`src/rtl/mips_multicycle.sv`:
```
// Multicycle 32-bit MIPS core (add/sub/and/or/slt, addi, lw, sw, beq, j) with req/ack memories.
// Define MIPS_MC_PERF_EN to add the cycle_cnt / instret_cnt performance counters.
module mips_multicycle #(
    parameter logic [31:0] RESET_PC     = 32'h0000_0000,
    parameter int unsigned WAIT_TIMEOUT = 0
) (
    input  logic        clk,
    input  logic        rst,
    output logic        imem_req,
    output logic [31:0] imem_addr,
    input  logic        imem_ack,
    input  logic [31:0] imem_data,
    output logic        dmem_req,
    output logic        dmem_we,
    output logic [31:0] dmem_addr,
    output logic [31:0] dmem_wdata,
    input  logic        dmem_ack,
    input  logic [31:0] dmem_rdata,
`ifdef MIPS_MC_PERF_EN
    output logic [31:0] cycle_cnt,
    output logic [31:0] instret_cnt,
`endif
    output logic        halted
);
    typedef enum logic [2:0] {
        S_RESET, S_FETCH, S_DECODE, S_EXEC, S_MEM, S_WB, S_ERROR
    } state_t;

    localparam logic [5:0] OP_R    = 6'h00;
    localparam logic [5:0] OP_J    = 6'h02;
    localparam logic [5:0] OP_BEQ  = 6'h04;
    localparam logic [5:0] OP_ADDI = 6'h08;
    localparam logic [5:0] OP_LW   = 6'h23;
    localparam logic [5:0] OP_SW   = 6'h2b;

    localparam logic [5:0] FN_ADD = 6'h20;
    localparam logic [5:0] FN_SUB = 6'h22;
    localparam logic [5:0] FN_AND = 6'h24;
    localparam logic [5:0] FN_OR  = 6'h25;
    localparam logic [5:0] FN_SLT = 6'h2a;

    localparam logic [31:0] TMO_LAST = (WAIT_TIMEOUT == 0) ? 32'd0 : 32'(WAIT_TIMEOUT - 1);

    state_t             state;
    logic [31:0]        pc, ir, a, b, alu_out, mdr, target, wait_cnt;
    logic [31:0][31:0]  rf;

    logic [5:0]  op, funct;
    logic [4:0]  rs, rt, rd, wr_idx;
    logic [31:0] sext_imm, alu_res;
    logic        legal, timeout;
    logic        unused_shamt;

    assign op        = ir[31:26];
    assign rs        = ir[25:21];
    assign rt        = ir[20:16];
    assign rd        = ir[15:11];
    assign funct     = ir[5:0];
    assign sext_imm  = {{16{ir[15]}}, ir[15:0]};
    assign wr_idx    = (op == OP_R) ? rd : rt;
    assign unused_shamt = ^ir[10:6];

    // A stall counts toward the timeout only when a limit is configured.
    assign timeout = (WAIT_TIMEOUT != 0) && (wait_cnt == TMO_LAST);

    always_comb begin
        legal = 1'b0;
        case (op)
            OP_R: legal = (funct == FN_ADD) || (funct == FN_SUB) || (funct == FN_AND) ||
                          (funct == FN_OR)  || (funct == FN_SLT);
            OP_J, OP_BEQ, OP_ADDI, OP_LW, OP_SW: legal = 1'b1;
            default: legal = 1'b0;
        endcase
    end

    always_comb begin
        alu_res = a + sext_imm;
        if (op == OP_R) begin
            case (funct)
                FN_ADD:  alu_res = a + b;
                FN_SUB:  alu_res = a - b;
                FN_AND:  alu_res = a & b;
                FN_OR:   alu_res = a | b;
                FN_SLT:  alu_res = {31'd0, $signed(a) < $signed(b)};
                default: alu_res = a + b;
            endcase
        end
    end

    always_ff @(posedge clk or negedge rst) begin
        if (!rst) begin
            state    <= S_RESET;
            pc       <= RESET_PC;
            ir       <= '0;
            a        <= '0;
            b        <= '0;
            alu_out  <= '0;
            mdr      <= '0;
            target   <= '0;
            wait_cnt <= '0;
            rf       <= '0;
        end else begin
            wait_cnt <= '0;
            case (state)
                S_RESET: state <= S_FETCH;
                S_FETCH: begin
                    if (imem_ack) begin
                        ir    <= imem_data;
                        pc    <= pc + 32'd4;
                        state <= S_DECODE;
                    end else if (timeout) begin
                        state <= S_ERROR;
                    end else begin
                        wait_cnt <= wait_cnt + 32'd1;
                    end
                end
                S_DECODE: begin
                    a      <= rf[rs];
                    b      <= rf[rt];
                    target <= pc + {sext_imm[29:0], 2'b00};
                    if (op == OP_J) begin
                        pc    <= {pc[31:28], ir[25:0], 2'b00};
                        state <= S_FETCH;
                    end else if (!legal) begin
                        state <= S_ERROR;
                    end else begin
                        state <= S_EXEC;
                    end
                end
                S_EXEC: begin
                    alu_out <= alu_res;
                    case (op)
                        OP_BEQ: begin
                            if (a == b) pc <= target;
                            state <= S_FETCH;
                        end
                        // Misaligned accesses trap before any request is issued.
                        OP_LW, OP_SW: state <= (alu_res[1:0] != 2'b00) ? S_ERROR : S_MEM;
                        default:      state <= S_WB;
                    endcase
                end
                S_MEM: begin
                    if (dmem_ack) begin
                        if (op == OP_LW) begin
                            mdr   <= dmem_rdata;
                            state <= S_WB;
                        end else begin
                            state <= S_FETCH;
                        end
                    end else if (timeout) begin
                        state <= S_ERROR;
                    end else begin
                        wait_cnt <= wait_cnt + 32'd1;
                    end
                end
                S_WB: begin
                    if (wr_idx != 5'd0) rf[wr_idx] <= (op == OP_LW) ? mdr : alu_out;
                    state <= S_FETCH;
                end
                S_ERROR: state <= S_ERROR;
                default: state <= S_ERROR;
            endcase
        end
    end

    assign imem_req   = (state == S_FETCH);
    assign imem_addr  = pc;
    assign dmem_req   = (state == S_MEM);
    assign dmem_we    = dmem_req && (op == OP_SW);
    assign dmem_addr  = alu_out;
    assign dmem_wdata = b;
    assign halted     = (state == S_ERROR);

`ifdef MIPS_MC_PERF_EN
    logic retire;
    assign retire = ((state == S_DECODE) && (op == OP_J)) ||
                    ((state == S_EXEC) && (op == OP_BEQ)) ||
                    ((state == S_MEM) && dmem_ack && (op == OP_SW)) ||
                    (state == S_WB);

    always_ff @(posedge clk or negedge rst) begin
        if (!rst) begin
            cycle_cnt   <= '0;
            instret_cnt <= '0;
        end else begin
            if (state != S_RESET && state != S_ERROR) cycle_cnt <= cycle_cnt + 32'd1;
            if (retire) instret_cnt <= instret_cnt + 32'd1;
        end
    end
`endif

endmodule

```
`config.mk`:
```
export PLATFORM = sky130hd
export DESIGN_NAME = mips_multicycle
export DESIGN_NICKNAME = d
export VERILOG_FILES = /design/src/rtl/mips_multicycle.sv
export SDC_FILE = /design/constraint.sdc
export NUM_CORES = 2
export LEC_CHECK = 0
export BUFFER_PORTS_ARGS = -buffer_cell sky130_fd_sc_hd__buf_2
export CAP_MARGIN = 25
export CORE_MARGIN = 2
export CORE_UTILIZATION = 68
export DETAILED_ROUTE_END_ITERATION = 8
export PLACE_DENSITY = 0.86
export SYNTH_ARGS = -nofsm -noshare
export SYNTH_HDL_FRONTEND = slang
export SYNTH_SLANG_ARGS = --single-unit
```
`constraint.sdc`:
```
create_clock -name clk -period 6 [get_ports clk]
set_clock_uncertainty 0.15 [all_clocks]
set_input_delay 1.2 -clock clk [delete_from_list [all_inputs] [get_ports clk]]
set_output_delay 1.2 -clock clk [all_outputs]
set_load 0.01 [all_outputs]
```
### Word-level counts from Yosys, hierarchy flattened

Cells that the tools add are included.

| storage, ports and cells | value |
|---|---|
| word-level logic and storage cells | 122 |
| input bits | 68 |
| output and inout port bits | 100 |
| register bits | 1251 |

| operators by class | value |
|---|---|
| reductions and logical operators | 21 |
| mux-type cells | 25 |
| $lt $le $gt $ge | 5 |
| bitwise gates (word level) | 3 |
| $add $sub $neg | 5 |
| equal/unequal tests | 22 |

Operators by type and width:

| kind | number |
|---|---|
| $bwmux W1024 | 1 |
| $bmux W32 S5 | 2 |
| $mux W32 | 8 |
| $demux W32 S5 | 1 |
| $pmux W32 S4 | 1 |
| $add A32 B32 Y32 | 3 |
| $pmux W32 S3 | 1 |
| $eq A6 B6 Y1 const B | 7 |
| $add A32 B3 Y32 const B | 1 |
| $and A32 B32 Y32 | 1 |
| $eq A32 B32 Y1 | 1 |
| $lt A32 B32 Y1 | 1 |
| $or A32 B32 Y32 | 1 |
| $sub A32 B32 Y32 | 1 |
| $mux W28 | 1 |
| $lt A5 B6 Y1 const B | 3 |
| $mux W3 | 5 |
| $pmux W3 S5 | 1 |
| $reduce_and A5 Y1 | 2 |
| $eq A3 B3 Y1 const B | 3 |
| $eq A3 B2 Y1 const B | 2 |
| $eq A6 B2 Y1 const B | 1 |
| $eq A6 B3 Y1 const B | 1 |
| $eq A6 B4 Y1 const B | 1 |
| other kinds (20) | 31 |

### Longest topological paths before layout

| depth | value |
|---|---|
| word-level depth | 9 |
| mapped depth | 14 |
| depth with buffers taken out | 14 |

### Least setup slack after synthesis

Ideal clock, no wire load.

| timing path | value |
|---|---|
| path kind | register to register |
| from | register a[0] |
| to | register state[1] |
| clock period less this slack | 3.518 ns |
| setup time | 0.082 ns |
| path slack | 2.482 ns |
| stages on the path, launching flop included | 15 |
| required time | 5.768 ns |
| buffers on the path | 0 |
| arrival time | 3.286 ns |
| path through | dfrtp_1 -> inv_1 -> ha_1 -> inv_1 -> fa_1 -> nor2b_1 -> o21ai_0 -> nand3_1 -> a221o_1 -> a2111o_1 -> a221oi_2 -> o21a_1 -> o22ai_1 -> a311o_1 -> a31oi_1 |

| on the way | value |
|---|---|
| cells in the longest elaborated chain, start to end | 7 |
| elaborated cells on any way between the ends | 12 |
| those cells by class | 3 x add/sub; 1 x order compare; 5 x mux; 2 x bitwise; 1 x reduce/logical |

RTL lines:

| item | RTL line | RTL |
|---|---|---|
| start: declaration | 45 | `logic [31:0] pc, ir, a, b, alu_out, mdr, target, wait_cnt;` |
| start signal: assignment | 118 | `a <= rf[rs];` |
| $add A32 B32 Y32, or another cell as far along | 80, 85 |  |
| $pmux W32 S4 | 79 | `case (funct)` |
| $mux W32 * | 78 | `if (op == OP_R) begin` |
| $reduce_bool A2 Y1 * | 138 | `OP_LW, OP_SW: state <= (alu_res[1:0] != 2'b00) ? S_ERROR : S_MEM;` |
| $mux W2 * | 138 |  |
| $pmux W3 S2 * | 132 | `case (op)` |
| $pmux W3 S5 * | 104 | `case (state)` |
| end signal: assignment | 138 |  |
| end: declaration | 44 | `state_t state;` |

Mark *: on every way between the ends. The rest lies on a longest branch, timed or not.
A chain may end at the register's enable or synchronous reset.

### Final worst setup path

| timing path | value |
|---|---|
| from | register ir[26] |
| to | register rf[412] in the netlist's numbering |

| on the way | value |
|---|---|
| cells in the longest elaborated chain, start to end | 7 |
| elaborated cells on any way between the ends | 12 |
| those cells by class | 2 x order compare; 1 x eq/ne; 5 x mux; 4 x reduce/logical |

RTL lines:

| item | RTL line | RTL |
|---|---|---|
| start: declaration | 45 |  |
| start signal: assignment | 108 | `ir <= imem_data;` |
| $logic_not A6 Y1 | 60 | `assign wr_idx = (op == OP_R) ? rd : rt;` |
| $mux W5 | 60 |  |
| $lt A5 B6 Y1 (implied by the code) / $ge A5 B1 Y1 (equally long branches) | 157 | `if (wr_idx != 5'd0) rf[wr_idx] <= (op == OP_LW) ? mdr : alu_out;` |
| $logic_and A1 B1 Y1 (implied by the code) | 157 |  |
| $mux W32 | 157 |  |
| $demux W32 S5 | 157 |  |
| $bwmux W1024 | 157 |  |
| end signal: indexed assignment | 157 |  |
| end: declaration | 46 | `logic [31:0][31:0] rf;` |

Parallel ways exist; a longest one is shown, timed or not.

==> flow_summary.html <==
<table>
<tr><th>Metric</th><th>Value</th></tr>
<tr><th colspan="2">Clocking</th></tr>
<tr><td>Post-cts hold buffer count</td><td>0</td></tr>
<tr><td>Clock tree from TritonCTS</td><td>built</td></tr>
<tr><td>Maximum level of the CTS H-tree</td><td>4</td></tr>
<tr><td>CTS Buf Count</td><td>between 100 and 150</td></tr>
<tr><td>Clock sink count</td><td>approximately 1300</td></tr>
<tr><td>Clock Tree Buf Depth</td><td>3</td></tr>
<tr><td>Clock input transition at the sequential cells of the worst setup and hold paths</td><td>roughly 0.070 ns</td></tr>
<tr><td>Root buffer cell</td><td>clkbuf_16</td></tr>
<tr><td>CTS-repair resized insts</td><td>0</td></tr>
<tr><td>Source-to-sink clock delay at the later pin of the worst-skew pair</td><td>a little under 0.8 ns</td></tr>
<tr><td>Setup fix buffers added after clock tree synthesis</td><td>0</td></tr>
<tr><th colspan="2">Finish</th></tr>
<tr><td>Multi-input gate area</td><td>between 30000 and 40000 um2</td></tr>
<tr><td>Area used by sequential logic in the layout</td><td>between 30000 and 40000 um2</td></tr>
<tr><td>Finished layout cell area</td><td>75800 um2</td></tr>
<tr><td>Fin util</td><td>about three quarters</td></tr>
<tr><td>Share of final-layout standard cells stronger than drive strength 1</td><td>21.1%</td></tr>
<tr><td>Count of fill cells added during filler insertion</td><td>between 5000 and 6000</td></tr>
<tr><td>Area growth from synthesis to layout</td><td>9.42%</td></tr>
<tr><td>Final nets</td><td>~6400</td></tr>
<tr><th colspan="2">Yosys</th></tr>
<tr><td>Synthesized net count</td><td>~6600</td></tr>
<tr><td>Number of warnings printed during yosys synthesis</td><td>0</td></tr>
<tr><td>Sequential cell area fraction in the yosys report</td><td>45.2%</td></tr>
<tr><td>Count of unique library cells instantiated by Yosys</td><td>87</td></tr>
<tr><td>Number of instances in the synthesized netlist</td><td>between 6000 and 7000</td></tr>
<tr><td>Avg Synthesized Cell Area</td><td>approximately 11 um2</td></tr>
<tr><td>Ys async rst share</td><td>100%</td></tr>
<tr><td>EDFF count, synth</td><td>0</td></tr>
<tr><td>Number of synthesized register bits</td><td>~1300</td></tr>
<tr><td>Post-synth design cell area</td><td>just under 70000 um2</td></tr>
<tr><td>Most used DFF post-synth</td><td>dfrtp_1</td></tr>
<tr><th colspan="2">STA</th></tr>
<tr><td>Normalized max-slew margin</td><td>between 10% and 20%</td></tr>
<tr><td>Setup TNS Final</td><td>0 ns</td></tr>
<tr><td>Crit path time final</td><td>between 4 and 5 ns</td></tr>
<tr><td>Maximum clock frequency</td><td>approximately 210 MHz</td></tr>
<tr><td>Final setup fails</td><td>0</td></tr>
<tr><td>Unrepaired setup endpoints after global routing</td><td>false</td></tr>
<tr><td>Final critical-path share of the clock period</td><td>approximately 79%</td></tr>
<tr><td>Final hold violation count</td><td>0</td></tr>
<tr><td>Final count of pins violating max slew</td><td>0</td></tr>
<tr><td>Worst-Margin Slew</td><td>1.24 ns</td></tr>
<tr><th colspan="2">Drt</th></tr>
<tr><td>Residual DRC</td><td>1</td></tr>
<tr><td>Pre-antenna DRT Iters</td><td>9</td></tr>
<tr><td>Wire per inst</td><td>approximately 31 um</td></tr>
<tr><td>Number of DRC markers after the initial detailed-route iteration</td><td>~10000</td></tr>
<tr><td>Routed via count</td><td>~59000</td></tr>
<tr><td>Antenna-violating nets left</td><td>0</td></tr>
<tr><td>Vias per Instance</td><td>7.67</td></tr>
<tr><td>DRT Wirelength</td><td>240000 um</td></tr>
<tr><th colspan="2">Global route</th></tr>
<tr><td>Number of antenna violations at the first check in global routing</td><td>8</td></tr>
<tr><td>Wire length of the first global-routing pass</td><td>between 300000 and 400000 um</td></tr>
<tr><td>Vias in the first global route</td><td>roughly 59000</td></tr>
<tr><td>Largest net degree at the start of global routing</td><td>approximately 140</td></tr>
<tr><td>Total Routing Usage GR</td><td>approximately 46%</td></tr>
<tr><td>Grt ovf</td><td>0</td></tr>
<tr><th colspan="2">Hold path</th></tr>
<tr><td>Classification of the worst-slack hold path</td><td>in -&gt; async</td></tr>
<tr><th colspan="2">Critical path</th></tr>
<tr><td>CP Data Required Time</td><td>between 6 and 7 ns</td></tr>
<tr><td>Crit path capture</td><td>rf[412]$_DFFE_PN0P_</td></tr>
<tr><td>R2R Path Start</td><td>ir[26]$_DFFE_PN0P_</td></tr>
<tr><td>Worst Reg2Reg Path Length in Cells</td><td>10</td></tr>
<tr><td>Crit-path max FO</td><td>27</td></tr>
<tr><td>Kind of critical path</td><td>reg -&gt; reg</td></tr>
<tr><td>Reg-to-reg endpoint</td><td>rf[412]$_DFFE_PN0P_</td></tr>
<tr><td>Register-to-register path setup slack</td><td>roughly 1.3 ns</td></tr>
<tr><td>Crit path capture type</td><td>flip-flop</td></tr>
<tr><td>Launching element type of the critical path</td><td>flip-flop</td></tr>
<tr><td>Data arrival time of the critical path</td><td>5.26 ns</td></tr>
<tr><td>Crit. Startpoint</td><td>ir[26]$_DFFE_PN0P_</td></tr>
<tr><th colspan="2">Place</th></tr>
<tr><td>GP Congestion</td><td>around 1.0</td></tr>
<tr><td>Dpl hpwl</td><td>140000 um</td></tr>
<tr><td>Buffers on Ports</td><td>roughly 170</td></tr>
<tr><td>Post-DP Area</td><td>about 70000 um2</td></tr>
<tr><th colspan="2">Floorplan</th></tr>
<tr><td>Y dimension of the die</td><td>323 um</td></tr>
<tr><td>I/O pin cnt</td><td>~170</td></tr>
<tr><td>Floorplan die area</td><td>104000 um2</td></tr>
<tr><td>Initial core utilization</td><td>roughly 68%</td></tr>
<tr><td>Core Rows</td><td>around 120</td></tr>
<tr><td>Die span in x</td><td>between 300 and 400 um</td></tr>
<tr><td>Core Box Area</td><td>~100000 um2</td></tr>
<tr><th colspan="2">Power and ir drop</th></tr>
<tr><td>Static leakage</td><td>between 30 and 40 nW</td></tr>
<tr><td>Areal power density over the cells</td><td>approximately 610 nW/um2</td></tr>
<tr><td>Total Power</td><td>about 46 mW</td></tr>
<tr><td>Peak supply drop</td><td>~0.00042 V</td></tr>
<tr><th colspan="2">Run</th></tr>
<tr><td># Max-Cap Violations</td><td>0</td></tr>
<tr><th colspan="2">Status</th></tr>
<tr><td>Failing checks</td><td>DRC</td></tr>
<tr><td>Result of the run</td><td>complete, but fails checks</td></tr>
</table>
[state kept, by name (all words and copies together) (netlist names)]
register and flops:
a 32, dmem_addr 32, dmem_wdata 32, imem_addr 32, ir 32, mdr 32, rf 1024, state 3
target 32
[critical path: stages, from the launching register on]
cell and delay, ns:
dfrtp_1 0.44, or4_4 0.59, nor3_2 0.13, buf_4 0.37
mux2i_1 0.48, nand3_1 0.26, nand2b_1 0.44, nor2_4 0.97
buf_4 0.48, nor2_1 0.11, a21oi_1 0.18
[synthesized netlist by cell type, drive strengths merged, types with 7 or more instances]
library cell	instances	share of area [%]
nand4	8	0.072
a211oi	21	0.23
a221o	9	0.13
and2	9	0.081
nor2b	16	0.14
xor2	27	0.34
o21bai	26	0.29
nor3	35	0.27
o221ai	12	0.15
nor3b	8	0.087
or3	9	0.081
a21o	44	0.48
o22ai	28	0.25
a22oi	12	0.13
nor4	11	0.099
o31ai	15	0.16
ha	157	2.8
mux2i	114	1.6
dfrtp	1251	45
mux2	71	1.2
and3	20	0.18
nand3	51	0.37
a21oi	740	5.3
a31oi	23	0.23
xnor2	29	0.37
nand2b	24	0.22
o22a	7	0.089
a221oi	17	0.22
nor2	699	3.9
o21a	17	0.18
o211ai	25	0.27
or2	12	0.11
clkbuf	404	2.2
o21ai	671	4.8
inv	118	0.64
mux4	640	21
nand2	698	3.8
buf	173	1.1
[worst min path at each step]
stage	startpoint	slack, ns	endpoint
6_report	rst	0.23	imem_addr[8]$_DFFE_PN0P_
5_1_grt	rf[8]$_DFFE_PN0P_	0.26	rf[8]$_DFFE_PN0P_
4_1_cts	rf[7]$_DFFE_PN0P_	0.25	rf[7]$_DFFE_PN0P_
3_5_place_dp	rf[29]$_DFFE_PN0P_	0.23	rf[29]$_DFFE_PN0P_
3_3_place_gp	rf[28]$_DFFE_PN0P_	0.23	rf[28]$_DFFE_PN0P_
2_1_floorplan	target[18]$_DFFE_PN0P_	0.29	target[18]$_DFFE_PN0P_
[through the flow]
| stage | instances | hold WS [ns] | worst slack [ns] |
|---|---|---|---|
| after global placement | 7431 | 0.226 | 1.42 |
| after global routing | 7667 | 0.263 | 1.25 |
| after CTS | 7660 | 0.251 | 1.52 |
| after floorplan | 6343 | 0.289 | 2.48 |
| final | 7670 | 0.229 | 1.27 |
| after detailed placement | 7432 | 0.235 | 1.66 |
[per-layer routing]
metal	global-route usage [%]	wire, um	part of all wire, %
met1	56.7	76400	32
met2	67.4	105000	44
met3	19.3	37500	16
met4	32.8	20700	8.6
met5	0.231	73	0.030
[report_power, final]
group          internal, mW  switching, mW
clock                  5.07           3.63
sequential             11.2           3.63
combinational          9.45           13.2
[cell type report]
class	count	share of cell area, %
inverters	119	0.596
multi-input cells	4396	46.9
repair buffers	305	3.00
well taps	1368	2.26
clock buffers	182	5.07
flip-flops and latches	1251	41.4
diodes	3	0.00991
clock inverters	46	0.829
[kinds of logic (layout without fill, tap and decap cells)]
group	Yosys count	after routing	synth area share (%)
AND/OR/NAND/NOR	1619	1619	9.63
multiplexers	825	825	23.6
flip-flops	1251	1251	45.2
buffers and inverters	696	652	3.97
XOR/XNOR	56	56	0.708
other	0	3	0
AO/OA/AOI/OAI	1735	1735	13.9
adder cells (fa/ha/maj)	161	161	2.95
[cell usage in the layout, fill, tap and decap left out, types with 21 or more instances in the layout]
cell	count
a211oi_1	21
a21o_1	44
a21oi_1	740
a31oi_1	22
buf_12	24
buf_2	167
buf_4	109
clkbuf_1	22
clkbuf_16	138
clkbuf_8	22
dfrtp_1	1240
ha_1	157
inv_1	117
mux2_2	67
mux2i_1	82
mux2i_2	29
mux4_2	640
nand2_1	684
nand2b_1	22
nand3_1	51
nor2_1	680
nor3_1	32
o211ai_1	25
o21ai_0	651
o21bai_1	25
o22ai_1	28
xnor2_1	29
xor2_1	27
Power figures use the tool's default switching activity.
